[src/rtl/cpu_pkg.sv]
// Shared definitions for the single-cycle CPU boot path: instruction width and loader FSM states.
// Latency: n/a (types and constants only).
// Backpressure: n/a.
package cpu_pkg;

  localparam int INSTR_WIDTH = 32;

  typedef enum logic [2:0] {
    ST_IDLE,
    ST_HDR_HI,
    ST_HDR_LO,
    ST_DATA,
    ST_WRITE,
    ST_CHK,
    ST_DONE,
    ST_ERR
  } ld_state_e;

endpackage

[src/rtl/word_assembler.sv]
// Packs a byte stream MSB-first into 32-bit instruction words.
// Latency: word_o/word_full_o valid the cycle after the 4th byte is shifted in.
// Backpressure: none; shifts exactly when shift_i is high.
//   clk_i, rst_ni : clock, async active-low reset
//   clear_i       : synchronous clear (start of a new load), wins over shift_i
//   shift_i/byte_i: shift one byte into the low end of the word
//   word_o        : assembled word
//   last_byte_o   : next shifted byte completes a word
//   word_full_o   : a complete word is held (cleared by the next shift)
module word_assembler
  import cpu_pkg::*;
(
  input  logic                   clk_i,
  input  logic                   rst_ni,
  input  logic                   clear_i,
  input  logic                   shift_i,
  input  logic [7:0]             byte_i,
  output logic [INSTR_WIDTH-1:0] word_o,
  output logic                   last_byte_o,
  output logic                   word_full_o
);

  logic [INSTR_WIDTH-1:0] word_q;
  logic [1:0]             cnt_q;
  logic                   full_q;

  always_ff @(posedge clk_i or negedge rst_ni) begin
    if (!rst_ni) begin
      word_q <= '0;
      cnt_q  <= '0;
      full_q <= 1'b0;
    end else if (clear_i) begin
      word_q <= '0;
      cnt_q  <= '0;
      full_q <= 1'b0;
    end else if (shift_i) begin
      word_q <= {word_q[INSTR_WIDTH-9:0], byte_i};
      cnt_q  <= cnt_q + 2'd1;  // wraps to 0 after the 4th byte
      full_q <= (cnt_q == 2'd3);
    end
  end

  assign word_o      = word_q;
  assign last_byte_o = (cnt_q == 2'd3);
  assign word_full_o = full_q;

endmodule

[src/rtl/imem_loader.sv]
// Boot loader: holds the CPU in reset, writes a framed, XOR-checksummed byte stream into imem.
// Latency: MemWe one cycle after a word's 4th byte; Done/Error one cycle after the checksum byte.
// Backpressure: ByteReady high only in HDR_HI/HDR_LO/DATA/CHK, decoded from state alone.
//   Clock, Reset_n     : clock shared with CPU, async active-low reset
//   Start              : begin a load (honoured only in IDLE/DONE/ERR)
//   ByteValid/ByteData : stream input; ByteReady is the handshake back
//   MemWe/MemAddr/MemWData : instruction-memory write port
//   CpuHold/Done/Error : CPU reset hold and load status
module imem_loader
  import cpu_pkg::*;
#(
  parameter int ADDR_WIDTH = 8
) (
  input  logic                   Clock,
  input  logic                   Reset_n,
  input  logic                   Start,
  input  logic                   ByteValid,
  input  logic [7:0]             ByteData,
  output logic                   ByteReady,
  output logic                   MemWe,
  output logic [ADDR_WIDTH-1:0]  MemAddr,
  output logic [INSTR_WIDTH-1:0] MemWData,
  output logic                   CpuHold,
  output logic                   Done,
  output logic                   Error
);

  localparam int          DEPTH   = 2 ** ADDR_WIDTH;
  localparam logic [16:0] DEPTH_C = 17'(DEPTH);

  ld_state_e             state_q, state_d;
  // One extra bit so a load of exactly DEPTH words ends without wrapping.
  logic [ADDR_WIDTH:0]   idx_q, idx_d;
  logic [15:0]           count_q, count_d;
  logic [7:0]            chk_q, chk_d;

  logic                   xfer;
  logic                   start_ok;
  logic                   asm_shift;
  logic                   asm_clear;
  logic [INSTR_WIDTH-1:0] asm_word;
  logic                   asm_last;
  logic                   asm_full;
  logic [16:0]            hdr_count;
  logic [16:0]            idx_inc;

  word_assembler u_word_assembler (
    .clk_i      (Clock),
    .rst_ni     (Reset_n),
    .clear_i    (asm_clear),
    .shift_i    (asm_shift),
    .byte_i     (ByteData),
    .word_o     (asm_word),
    .last_byte_o(asm_last),
    .word_full_o(asm_full)
  );

  assign xfer      = ByteValid && ByteReady;
  assign start_ok  = Start && (state_q inside {ST_IDLE, ST_DONE, ST_ERR});
  // Full count as it will be once the low byte lands, for the range check.
  assign hdr_count = {1'b0, count_q[15:8], ByteData};
  assign idx_inc   = 17'(idx_q) + 17'd1;

  always_ff @(posedge Clock or negedge Reset_n) begin
    if (!Reset_n) begin
      state_q <= ST_IDLE;
      idx_q   <= '0;
      count_q <= '0;
      chk_q   <= '0;
    end else begin
      state_q <= state_d;
      idx_q   <= idx_d;
      count_q <= count_d;
      chk_q   <= chk_d;
    end
  end

  always_comb begin
    state_d   = state_q;
    idx_d     = idx_q;
    count_d   = count_q;
    chk_d     = chk_q;
    asm_shift = 1'b0;
    asm_clear = 1'b0;
    if (start_ok) begin
      state_d   = ST_HDR_HI;
      idx_d     = '0;
      count_d   = '0;
      chk_d     = '0;
      asm_clear = 1'b1;
    end else begin
      case (state_q)
        ST_HDR_HI: if (xfer) begin
          count_d = {ByteData, count_q[7:0]};
          state_d = ST_HDR_LO;
        end
        ST_HDR_LO: if (xfer) begin
          count_d = {count_q[15:8], ByteData};
          state_d = (hdr_count == 17'd0 || hdr_count > DEPTH_C) ? ST_ERR : ST_DATA;
        end
        ST_DATA: if (xfer) begin
          asm_shift = 1'b1;
          chk_d     = chk_q ^ ByteData;
          if (asm_last) state_d = ST_WRITE;
        end
        ST_WRITE: begin
          idx_d   = idx_q + 1'b1;
          state_d = (idx_inc == {1'b0, count_q}) ? ST_CHK : ST_DATA;
        end
        ST_CHK: if (xfer) begin
          state_d = (ByteData == chk_q) ? ST_DONE : ST_ERR;
        end
        default: ;
      endcase
    end
  end

  assign ByteReady = state_q inside {ST_HDR_HI, ST_HDR_LO, ST_DATA, ST_CHK};
  // WRITE is only ever entered with a full word; the flag keeps the strobe tied to real data.
  assign MemWe     = (state_q == ST_WRITE) && asm_full;
  assign MemAddr   = idx_q[ADDR_WIDTH-1:0];
  assign MemWData  = asm_word;
  assign CpuHold   = (state_q != ST_DONE);
  assign Done      = (state_q == ST_DONE);
  assign Error     = (state_q == ST_ERR);

endmodule

[config.mk]
export PLATFORM = sky130hd
export DESIGN_NAME = imem_loader
export DESIGN_NICKNAME = d
export VERILOG_FILES = /design/src/rtl/cpu_pkg.sv /design/src/rtl/word_assembler.sv /design/src/rtl/imem_loader.sv
export SDC_FILE = /design/constraint.sdc
export NUM_CORES = 1
export LEC_CHECK = 0
export CORE_AREA = 10 10 103 105
export CTS_CLUSTER_SIZE = 20
export DETAILED_ROUTE_END_ITERATION = 8
export DIE_AREA = 0 0 113 115
export DONT_BUFFER_PORTS = 1
export PLACE_DENSITY = 0.69
export SYNTH_ARGS = -nofsm -noshare
export SYNTH_HDL_FRONTEND = slang
export SYNTH_HIERARCHICAL = 1
export SYNTH_SLANG_ARGS = --single-unit
[constraint.sdc]
create_clock -name Clock -period 2.7 [get_ports Clock]
set_input_delay 0.405 -clock Clock [delete_from_list [all_inputs] [get_ports Clock]]
set_output_delay 0.405 -clock Clock [all_outputs]
set_load 0.01 [all_outputs]
==> run metrics, run 1 <==
GPL Wtd Cong a little over 0.9; detailed placement HPWL approximately 5800 µm; Worst-path clk slew 0.08 ns; max-slew violations 0; Worst Hold Depth 1; worst reg-to-reg setup slack 0.41 ns; area added between synthesis and finish 5.18%; leakage power approximately 0.0017 µW; fin area 3940 µm²; Die X-Extent 113 µm; Place WS 0.450 ns; Clock Latency Late Sink around 0.34 ns; first-pass iteration count of the detailed router 4; outcome finished clean; H-tree depth 3; boundary pin count 57; via/cell ratio between 5 and 6; EDFF count, synth 0; Sequential Power Share between 40% and 50%; met2 GRT Util about a fifth; drt wl/cell 17.8 µm; largest cells by area after synthesis dfrtp_1 47%, mux2i_1 9.6%, nor2_1 5.5%; CP Data Arrival Time 2.52 ns; Final Net Count 383; worst-path maximum fanout 9; drt drc 0; area post-placement 3730 µm²; full die area 13000 µm²; worst setup path class reg -> reg; worst setup path startpoint idx_q[0]$_DFFE_PN0P_; FP Rows 34; logic gate share of total power 35.4%; Fin. Hold Viols 0; P_sw 1540 µW; post-synthesis sequential area ratio 47.5%; Cells after DPL 462; vias in the first global route 2614; synth unique cells 53; CP startpoint kind flip-flop; Multi-input gate area 1710 µm²; RSZ-0062 raised after global routing false; first-pass GRT wire length 14100 µm; post-synthesis cell count 378; Reg area around 1800 µm²; post-route setup TNS 0 ns; Layout fillers around 800; Min-Delay Endpoint count_q[9]$_DFFE_PN0P_; Port-buffer cells 0; CORE AREA 8550 µm²; fin crit period 2.29 ns; GR peak layer met2; Slew Limit Headroom 59.9%; dominant cell type by area after synthesis dfrtp_1; Post-Syn Area per Cell ~10 µm²; CTS tree done; Detailed Route WL 8520 µm; Num CTS Buffers 9; Least-Margin Pin Slew around 0.60 ns; critical path required time slightly below 3 ns; CTS Root Cell clkbuf_8; initial antenna violation count 0; Hold Crit Start ByteData[1]; Clock Path Buffers 2; Finished Layout Cells 479; Synth top area share 47.5%; CTS sink cnt slightly above 70; Tcrit/Tclk final 84.8%; synthesis warning total 6; Critical R2R Launch idx_q[0]$_DFFE_PN0P_; grt ovf 0; reg2reg path depth 7; Max Cap Viol 0; DR iter-0 viols 290; all-layer global routing usage 13.1%; die height 115 µm; Switching Share between 40% and 50%; Final ANT Viol Nets 0; worst min-delay path class in -> reg; #FFs+latches synth 71; PD cells 963 nW/µm²; Antenna Cells 0; syn nets ~390; Top FF cell, synth dfrtp_1; Clock Skew 0.00731 ns; Initial Util a little over two fifths; Async SR Flop Fraction 100%; cts repair resizes 0; fin worst setup slack between 0.4 and 0.5 ns; worst-case vdd ir drop 0.349 mV; Peak Freq 437 MHz; RR Endpoint state_q[1]$_DFFE_PN0P_; pin count of the biggest net entering global routing 72; via count ~2700; final setup fails 0; Clk pwr share 20.1%; share of cells above drive strength 1 8.89%; GR Layer Usage met1 16.2%; Syn Std Cell Area roughly 3700 µm²; GRT met3 Usage 4.01%; Internal 2250 µW; CP endpoint kind flip-flop; final core occ 46.0%
cell usage in the layout, fill, tap and decap left out, drive strengths merged, types with 3 or more instances in the layout:
master    count
dfrtp        71
nor2         58
o21ai        39
mux2i        36
nand2        23
inv          14
nand3        13
xnor2        13
a21oi        11
clkbuf       11
xor2          9
a22o          8
buf           7
nor4          5
nor3          4
ha            4
o31ai         4
and3          3
nand4         3
a31oi         3
clkinvlp      3
stage by stage:
stage               power, µW  hold WS [ns]
finish                   3790         0.194
CTS                      3810         0.181
global route             4070         0.187
detailed placement       3010         0.112
floorplan                2750         0.109
global placement         2960         0.111
registers in the layout, summed over array words and instances, names as in the netlist:
name                          count
chk_q                             8
count_q                          16
idx_q                             9
state_q                           3
u_word_assembler/cnt_q            2
u_word_assembler/word_full_o      1
u_word_assembler/word_o          32
worst max-delay path: stages (launching register included):
cell       delay [ns]
dfrtp_1          0.51
ha_1             0.39
nand4b_1         0.20
a2111oi_4        0.38
nand4_1          0.15
a211oi_2         0.19
a21oi_1          0.10
o31a_1           0.26
power by group through the flow:
stage	clock (µW)	combinational [µW]	sequential, µW
3_5_place_dp	0	1300	1710
5_1_grt	827	1500	1740
2_1_floorplan	0	1180	1570
4_1_cts	783	1330	1690
3_3_place_gp	0	1260	1700
6_report	763	1340	1690
repair_timing:
item | CTS | global route
hold buffers | 2 | 0
hold endpoints to repair | 71 | 0
buffers inserted | 0 | 0
final cells by class:
type                       count  share of cell area [%]
sequential                    71                    45.1
timing repair buffer           8                    2.41
inverter                      13                    1.24
multi-input combinational    264                    43.4
tap                          108                    3.43
clock inverter                 4                   0.794
clock buffer                  11                    3.59
synth_stat cells (4+ instances only):
cell type,number
dfrtp_1,71
nand2_1,23
clkbuf_1,8
inv_1,12
ha_1,4
nor4_1,4
buf_4,8
xor2_1,9
nor3_1,4
nand3_1,13
nor2_1,55
a22o_1,7
xnor2_1,13
buf_2,9
o21ai_0,39
a21oi_1,11
mux2i_1,36
routing by layer:
metal | wire length, µm | vias up
met5 | 0 | -
met4 | 130 | 0
met3 | 548 | 9
met2 | 4150 | 70
met1 | 3690 | 1356
li1 | - | 1298
logic make-up after synthesis:
group | share of synthesized area, %
AOI/OAI and AO/OA | 14.2
xor gates and xnor gates | 5.15
adders and majority gates | 1.34
buffers and inverters | 6.95
DFF | 47.5
muxes | 9.63
and+or+nand+nor | 15.3
worst max-delay path by stage:
stage / end / slack [ns] / depth (start not counted)
CTS: state_q[1]$_DFFE_PN0P_ / 0.43 / 7
floorplan: state_q[1]$_DFFE_PN0P_ / 0.73 / 8
global route: state_q[1]$_DFFE_PN0P_ / 0.25 / 7
finish: state_q[1]$_DFFE_PN0P_ / 0.41 / 7
detailed placement: state_q[1]$_DFFE_PN0P_ / 0.45 / 7
global placement: state_q[1]$_DFFE_PN0P_ / 0.53 / 7
Power figures use the tool's default switching activity.
==> inputs of run 2 (changes only) <==
==> constraint.sdc (replaced) <==
create_clock -name Clock -period 2.3 [get_ports Clock]
set_input_delay 0.345 -clock Clock [delete_from_list [all_inputs] [get_ports Clock]]
set_output_delay 0.345 -clock Clock [all_outputs]
set_load 0.01 [all_outputs]
==> run metrics, run 2 (synthesis results as in run 1) <==
share of cells above drive strength 1 11.1% (+2.2 points); post-route setup TNS 0 ns (unchanged); Tot Pwr 4700 µW (+24%); H-tree depth 3 (unchanged); area added between synthesis and finish 8.39%; Critical R2R Launch idx_q[1]$_DFFE_PN0P_; worst min-delay path class in -> reg; reg2reg path depth 7 (unchanged); worst reg-to-reg setup slack 0.24 ns (-0.17 ns); routed wl met2 4180 µm (+0.67%); worst-path maximum fanout 19 (+10); WL met1 3640 µm (-1.4%); die height 115 µm (unchanged); Detailed Route WL 8440 µm (-1.0%); vias in the first global route 2698 (+3.2%); detailed placement HPWL 5990 µm (+2.4%); Initial Util 43.8% (unchanged); Final Net Count 390 (+1.8%); slowest CP cell dfrtp_1; CTS sink cnt 71 (unchanged); Fin. Hold Viols 0 (unchanged); CORE AREA 8550 µm² (unchanged); most frequent cells in the layout 71 x dfrtp_1, 55 x nor2_1, 39 x o21ai_0; Die X-Extent 113 µm (unchanged); max-slew violations 0 (unchanged); Finished Layout Cells 487 (+1.7%); Peak Freq 476 MHz; Slew Limit Headroom 37.7% (-22 points); fin worst setup slack 0.201 ns (-0.210 ns); Cells after DPL 469 (+1.5%); CP Data Arrival Time 1.75 ns (-0.77 ns); Worst Hold Depth 1 (unchanged); most used cell along the critical path inv_1; Tcrit/Tclk final 91.3%; outcome finished clean; boundary pin count 57 (unchanged); first-pass iteration count of the detailed router 4 (unchanged); GPL Wtd Cong 0.859 (-6.2%); Layout fillers 811 (+2.0%); RSZ-0062 raised after global routing false; via count 2750 (+0.62%); Clock Path Buffers 2 (unchanged); routed wl met3 464 µm (-15%); critical path required time 1.96 ns (-0.97 ns); Final ANT Viol Nets 0 (unchanged); CTS tree done; Reg area 1780 µm² (unchanged); DR iter-0 viols 195 (-33%); worst-case vdd ir drop 0.491 mV (+41%); Antenna Cells 0 (unchanged); CTS Root Cell clkbuf_8; Place WS 0.233 ns (-0.217 ns); Multi-input gate area 1710 µm² (unchanged); all-layer global routing usage 13.3% (+0.22 points); Least-Margin Pin Slew 0.929 ns (+0.330 ns); pin count of the biggest net entering global routing 72 (unchanged); final setup fails 0 (unchanged); Clock Skew 0.00720 ns (-0.000111 ns); Worst-path clk slew 0.08 ns (about the same); via/cell ratio 5.65 (-1.0%); Hold Crit Start ByteData[1]; Max Cap Viol 0 (unchanged); full die area 13000 µm² (unchanged); Critical Path, Cell by Cell inv_1, or3_1, inv_1; grt ovf 0 (unchanged); RR Endpoint state_q[1]$_DFFE_PN0P_; Worst path max stage delay 0.69 ns (+0.18 ns); Clock Latency Late Sink 0.35 ns (about the same); leakage power 0.00176 µW (+4.1%); CP endpoint kind output port; fin crit period 2.10 ns; drt wl/cell 17.3 µm (-2.6%); first-pass GRT wire length 14200 µm (+1.2%); CP startpoint kind flip-flop; commonest non-fill, non-tap cell in the layout dfrtp_1; drt drc 0 (unchanged); PD cells 1160 nW/µm² (+20%); worst setup path class reg -> out; FP Rows 34 (unchanged); Top Layer Used met4; Num CTS Buffers 9 (unchanged); setup repair bufs after CTS 0 (unchanged); Min-Delay Endpoint count_q[9]$_DFFE_PN0P_; Port-buffer cells 0 (unchanged); initial antenna violation count 0 (unchanged); max FFs per register 32 (unchanged)
run 2: final cells by class:
cell class / count / share of cell area, %
sequential: 71 / 43.8
tap: 108 / 3.33
clock buffer: 9 / 3.05
inverter: 13 / 1.20
multi-input combinational: 264 / 42.1
timing repair buffer: 15 / 3.95
clock inverter: 7 / 2.56
run 2: worst max-delay path by stage:
| stage | from | end |
|---|---|---|
| final | state_q[2]$_DFFE_PN0P_ | Done |
| after detailed placement | idx_q[1]$_DFFE_PN0P_ | state_q[1]$_DFFE_PN0P_ |
| after global placement | idx_q[0]$_DFFE_PN0P_ | state_q[1]$_DFFE_PN0P_ |
| after floorplan | idx_q[0]$_DFFE_PN0P_ | state_q[1]$_DFFE_PN0P_ |
| after global routing | idx_q[1]$_DFFE_PN0P_ | state_q[1]$_DFFE_PN0P_ |
| after CTS | state_q[2]$_DFFE_PN0P_ | Done |
run 2: report_power, final:
| part | total (µW) | internal, µW | leakage, µW | switching, µW |
|---|---|---|---|---|
| registers | 1950 | 1570 | 0.000957 | 388 |
| logic | 1610 | 682 | 0.000696 | 933 |
| clock network | 1130 | 625 | 0.000108 | 509 |
run 2: metrics by stage:
stage / hold WS, ns / util, % / cell area (µm²)
after floorplan: 0.0494 / - / 3740
after global placement: 0.0514 / 44.4 / 3790
after detailed placement: 0.0516 / 44.4 / 3790
after CTS: 0.116 / 47.5 / 4060
after global routing: 0.121 / 47.5 / 4060
final: 0.127 / 47.5 / 4060
run 2: timing repair:
action                                  4_1_cts  5_1_grt
hold buffers                                  2        0
endpoints found under the setup margin        0        0
hold endpoints to repair                     71        0
resized for setup                             0        0
run 2: per-layer routing:
layer | GRT usage (%) | vias up
li1 | - | 1307
met1 | 16.1 | 1367
met2 | 21.8 | 63
met3 | 3.59 | 13
met4 | 5.75 | 0
met5 | 0 | -
run 2: critical path, delay by kind of cell, from the launching register on:
kind | cells | cell delay (ns)
buffers and inverters | 2 | 0.30
flip-flops | 1 | 0.69
AND/OR/NAND/NOR | 1 | 0.42
==> inputs of run 3 (changes only) <==
--- a/config.mk
+++ b/config.mk
@@ -5,13 +5,12 @@
 export SDC_FILE = /design/constraint.sdc
 export NUM_CORES = 1
 export LEC_CHECK = 0
-export CORE_AREA = 10 10 103 105
+export CORE_AREA = 10 10 100 102
 export CTS_CLUSTER_SIZE = 20
 export DETAILED_ROUTE_END_ITERATION = 8
-export DIE_AREA = 0 0 113 115
+export DIE_AREA = 0 0 110 112
 export DONT_BUFFER_PORTS = 1
-export PLACE_DENSITY = 0.69
+export PLACE_DENSITY = 0.7
 export SYNTH_ARGS = -nofsm -noshare
 export SYNTH_HDL_FRONTEND = slang
-export SYNTH_HIERARCHICAL = 1
 export SYNTH_SLANG_ARGS = --single-unit
==> run metrics, run 3 <==
outcome finished clean; Top FF cell, synth dfrtp_1; #FFs+latches synth 71 (unchanged); slowest CP cell dfrtp_1; most frequent cells in the layout 102 x nand2_1, 71 x dfrtp_1, 32 x o21ai_0; H-tree depth 3 (unchanged); Clock Skew 0.00591 ns (-0.00129 ns); Die X-Extent 110 µm (-2.7%); synth unique cells 38 (-28%); setup repair bufs after CTS 0 (unchanged); pin count of the biggest net entering global routing 72 (unchanged); critical path required time 1.96 ns (about the same); largest cells by area after synthesis dfrtp_1 50%, nand2_1 11%, o21ai_0 4.7%; Num CTS Buffers 9 (unchanged); Worst Path Buf+Inv 1 (-1); fin crit period 2.10 ns (+0.000290 ns); Slew Limit Headroom 63.1% (+25 points); commonest non-fill, non-tap cell in the layout nand2_1; Clock Latency Late Sink 0.35 ns (about the same); Cells after DPL 485 (+3.4%); Critical Path, Cell by Cell buf_4, nor2_1, nand2_1, nor2_1; Synth top area share 50.4% (+2.9 points); all-layer global routing usage 15.0% (+1.8 points); most used cell along the critical path nor2_1; Tot Pwr 4510 µW (-4.1%); area added between synthesis and finish 7.80%; final setup fails 0 (unchanged); post-synthesis sequential area ratio 50.4% (+2.9 points); Antenna Cells 0 (unchanged); Final Net Count 409 (+4.9%); CTS tree done; worst min-delay path class in -> reg; vias in the first global route 2751 (+2.0%); top cells by count, synth 102 x nand2_1, 71 x dfrtp_1, 33 x o21ai_0; Peak Freq 476 MHz (about the same); Final ANT Viol Nets 0 (unchanged); Port-buffer cells 0 (unchanged); EDFF count, synth 0 (unchanged); DR iter-0 viols 287 (+47%); initial antenna violation count 0 (unchanged); CP endpoint kind output port; Worst-path clk slew 0.08 ns (about the same); GRT met3 Usage 4.33% (+0.73 points); Async SR Flop Fraction 100% (unchanged); worst-path maximum fanout 15 (-4); fin area 3800 µm² (-6.3%); syn nets 418 (+6.1%); GPL Wtd Cong 0.886 (+3.2%); post-route setup TNS 0 ns (unchanged); via count 2866 (+4.2%); delay-heaviest family, CP simple AND/OR/NAND/NOR gates; worst setup path class reg -> out; RSZ-0062 raised after global routing false; most common cell in the synthesized netlist nand2_1; dominant cell type by area after synthesis dfrtp_1; Least-Margin Pin Slew 0.552 ns (-0.377 ns); Tcrit/Tclk final 91.3% (about the same); boundary pin count 57 (unchanged); CORE AREA 8050 µm² (-5.8%); Worst path max stage delay 0.44 ns (-0.25 ns); CTS Root Cell clkbuf_8; met2 GRT Util 24.2% (+2.3 points); area post-placement 3580 µm² (-5.6%); Initial Util 43.8% (about the same); detailed placement HPWL 6170 µm (+3.0%); CTS sink cnt 71 (unchanged); max-slew violations 0 (unchanged); first-pass iteration count of the detailed router 5 (+1); Clock Path Buffers 2 (unchanged); Finished Layout Cells 502 (+3.1%); die height 112 µm (-2.6%); drt drc 0 (unchanged); PD cells 1190 nW/µm² (+2.3%); first-pass GRT wire length 14700 µm (+3.1%); drt wl/cell 17.8 µm (+2.6%); post-synthesis cell count 402 (+6.3%); synthesis warning total 0 (-6); worst-case vdd ir drop 0.361 mV (-26%); grt ovf 0 (unchanged); full die area 12300 µm² (-5.2%); Post-Syn Area per Cell 8.77 µm² (-11%); FP Rows 33 (-2.9%); via/cell ratio 5.71 (+1.1%); share of cells above drive strength 1 6.55% (-4.5 points); Max Cap Viol 0 (unchanged); Syn Std Cell Area 3530 µm² (-5.8%); Detailed Route WL 8920 µm (+5.7%); GR peak layer met2; leakage power 0.00175 µW (-0.74%); max FFs per register 32 (unchanged); fin worst setup slack 0.200 ns (-0.000290 ns); CP startpoint kind flip-flop; GR Layer Usage met1 18.1% (+2.0 points); Place WS 0.278 ns (+0.0446 ns); CP Data Arrival Time 1.75 ns (about the same); Fin. Hold Viols 0 (unchanged)
==> run 3: cell types whose count changed in the layout (fill, tap and decap cells not counted), sizes merged, moves of 3 or more <==
cell	previous run	this run
nand2	23	102
mux2i	36	2
nor2	58	25
nand3	13	32
a21oi	11	24
inv	16	7
o21ai	39	33
buf	14	9
xnor2	13	18
and3	3	7
a31oi	3	0
==> run 3: logic make-up (layout without fill, tap and decap cells) <==
logic type                 after synthesis  in the layout  synth area share (%)
xor gates and xnor gates                25             25                  6.21
muxes                                    2              2                 0.568
and+or+nand+nor                        180            180                  22.2
buffers and inverters                   37             32                  5.07
adders and majority gates                4              4                  1.42
AOI/OAI and AO/OA                       83             83                  14.2
DFF                                     71             71                  50.4
==> run 3: worst paths after layout <==
check,from,end,slack (ns),depth (start not counted)
min in group asynchronous,Reset_n,idx_q[6]$_DFFE_PN0P_,0.57,2
worst max register to register,state_q[2]$_DFFE_PN0P_,state_q[2]$_DFFE_PN0P_,0.27,8
max in group asynchronous,Reset_n,count_q[15]$_DFFE_PN0P_,1.44,2
worst min-delay path,ByteData[4],count_q[4]$_DFFE_PN0P_,0.13,2
worst max-delay path,state_q[1]$_DFFE_PN0P_,MemWe,0.20,4
worst min register to register,chk_q[6]$_DFFE_PN0P_,chk_q[6]$_DFFE_PN0P_,0.51,1
==> run 3: area by class of cell <==
class	count	area, µm²
Tap cell	105	131
Sequential cell	71	1780
Timing Repair Buffer	10	110
Fill cell	755	4250
Clock inverter	6	62.6
Clock buffer	9	124
Inverter	7	26.3
Multi-Input combinational cell	294	1570
==> run 3: worst reg2reg max path, stage by stage (launching register included) <==
cell	delay (ns)
dfrtp_1	0.51
inv_1	0.18
ha_1	0.21
nor2_1	0.14
o311ai_0	0.14
o211ai_1	0.24
a2111oi_0	0.11
a221oi_1	0.23
o21ai_0	0.14
==> run 3: what timing repair did <==
item / CTS / global route
resized for setup: 0 / 0
hold endpoints to repair: 71 / 0
hold buffers: 2 / 0
==> run 3: stage by stage <==
stage          util (%)  hold slack, ns
2_1_floorplan         -          0.0494
3_3_place_gp       44.4          0.0527
3_5_place_dp       44.4          0.0526
4_1_cts            47.2           0.121
5_1_grt            47.2           0.117
6_report           47.2           0.125
==> run 3: where the power goes <==
part,switching (µW),internal [µW],leakage [µW]
logic,917,583,0.000703
clock network,483,490,0.0000871
registers,445,1590,0.000958
==> run 3: layer usage <==
metal | part of all wire (%) | vias up
met2 | 51 | 97
met4 | 1.9 | 0
met1 | 40 | 1409
met5 | 0 | -
met3 | 7.3 | 14
li1 | - | 1346
==> edit (flow settings as in run 3) <==
`INSTR_WIDTH`: 32 -> 28.
--- a/src/rtl/cpu_pkg.sv
+++ b/src/rtl/cpu_pkg.sv
@@ -3,7 +3,7 @@
 // Backpressure: n/a.
 package cpu_pkg;
 
-  localparam int INSTR_WIDTH = 32;
+  localparam int INSTR_WIDTH = 28;
 
   typedef enum logic [2:0] {
     ST_IDLE,
Interface: changed (resized MemWData); port bits go from 57 to 53. The function was not compared with the original's and may differ.
==> edit against run 3 <==
- setup slack better by 110 ps
- worst hold slack improved by 4.9 ps
- combinational power increased by 7%
- via count down 9.5%
- sequential cell count decreased by 4
- sequential share of layout area decreased by 1.5 points
- global-route usage shrank 1.4 points
- synthesized area decreased by 3.5%
- wire length fell by 10%
- final area shrank 2.4%
- total power grew 0.67%
==> edit: results (changes against run 3) <==
- Outcome: finished clean
- Post-synthesis adder-cell area fraction: 1.47% (+0.052 points)
- Nets: 389 (-4.9%)
- XOR/XNOR Fraction of Synth Area: 8.50% (+2.3 points)
- Pre-CTS setup slack: 322 ps (+43.8 ps)
- Unique masters post-synth: 46 (+21%)
- Vias in the first global route: 2584 (-6.1%)
- Non-clock buffers: 9 (-1)
- Met1 Use GR: 16.3% (-1.8 points)
- Signal buffers share of area: 3.10% (+0.21 points)
- Share of cells above drive strength 1: 8.73% (+2.2 points)
- Met1 wire length: 3180 µm (-10%)
- Pwr/cell area: 1220 nW/µm² (+3.1%)
- Clock buf/inv share: 5.39% (+0.49 points)
- GRT Util Overall: 13.7% (-1.4 points)
- First-pass GRT wire length: 13500 µm (-7.7%)
- FF+latch area: 1680 µm² (-5.6%)
- DR iter-0 viols: 174 (-39%)
- Most common library cells after synthesis: nand2_1, dfrtp_1, a21oi_1, nor2_1, xnor2_1
- Syn Nets: 398 (-4.8%)
- Initial antenna violation count: 0 (unchanged)
- Post-DP HPWL: 5640 µm (-8.6%)
- Routed WL: 8020 µm (-10%)
- Vias: 2595 (-9.5%)
- Worst Reg2Reg Path Length in Cells: 6 (-2)
- Inst Count DP: 465 (-4.1%)
- Final Non-Filler Cells: 483 (-3.8%)
- Largest net degree at the start of global routing: 68 (-5.6%)
- Internal: 2700 µW (+1.2%)
- Post-Route Skew: 8.17 ps (+2.26 ps)
- Met3 Track Usage GR: 4.15% (-0.17 points)
- Fraction of area in multi-input gates: 42.2% (+0.85 points)
- Syn Area/Cell: 8.91 µm² (+1.5%)
- FF+latch count: 67 (-5.6%)
- Non-clk invs: 6 (-1)
- Multiplexer share of the synthesized area: 0.588% (+0.021 points)
- Synth Cell Area: 3400 µm² (-3.5%)
- Max FFs per register: 28 (-13%)
- Final Power: 4540 µW (+0.67%)
- Met2 WL: 4070 µm (-10%)
- Compound-Gate Fraction of Synth Area: 13.5% (-0.62 points)
- Register area share after synthesis: 49.3% (-1.1 points)
- Leak: 0.00159 µW (-9.0%)
- WL met3: 616 µm (-5.5%)
- CP top delay family: compound AO/OA/AOI/OAI gates
- Peak supply drop: 0.362 mV (+0.39%)
- CP max stage delay: 530 ps (+90 ps)
- Part of the power in registers: 42.4% (-2.8 points)
- Post-CTS setup buffer count: 0 (unchanged)
- Hold_buf cts: 2 (unchanged)
- Synth area leaders: dfrtp_1, nand2_1, a21oi_1
- Filler cells: 785 (+4.0%)
- Max_slew headroom: 61.1% (-2.0 points)
- Gpl congestion: 0.905 (+2.1%)
-- edit: cell count changes after synthesis, sizes merged, moves of 5 or more --
cell | run 3 | this run
or2 | 0 | 6
a21oi | 24 | 44
nand3 | 32 | 7
nand2 | 102 | 97
o21ai | 33 | 8
xor2 | 7 | 15
-- edit: final timing paths --
check / end / startpoint / slack [ps]
worst max-delay path: state_q[1] / state_q[2] / 310
worst min register to register: count_q[14] / count_q[14] / 520
worst min-delay path: count_q[4] / ByteData[4] / 130
max in group asynchronous: u_word_assembler.word_o[27] / Reset_n / 1460
min in group asynchronous: idx_q[1] / Reset_n / 570
worst max register to register: state_q[1] / state_q[2] / 310
-- edit: cell families (layout without fill, tap and decap cells) --
family                   count (synthesis)  in the layout
adder cells (fa/ha/maj)                  4              4
buffers and inverters                   35             31
XOR/XNOR                                33             33
AND/OR/NAND/NOR                        165            165
flip-flops                              67             67
AO/OA/AOI/OAI                           76             76
multiplexers                             2              2
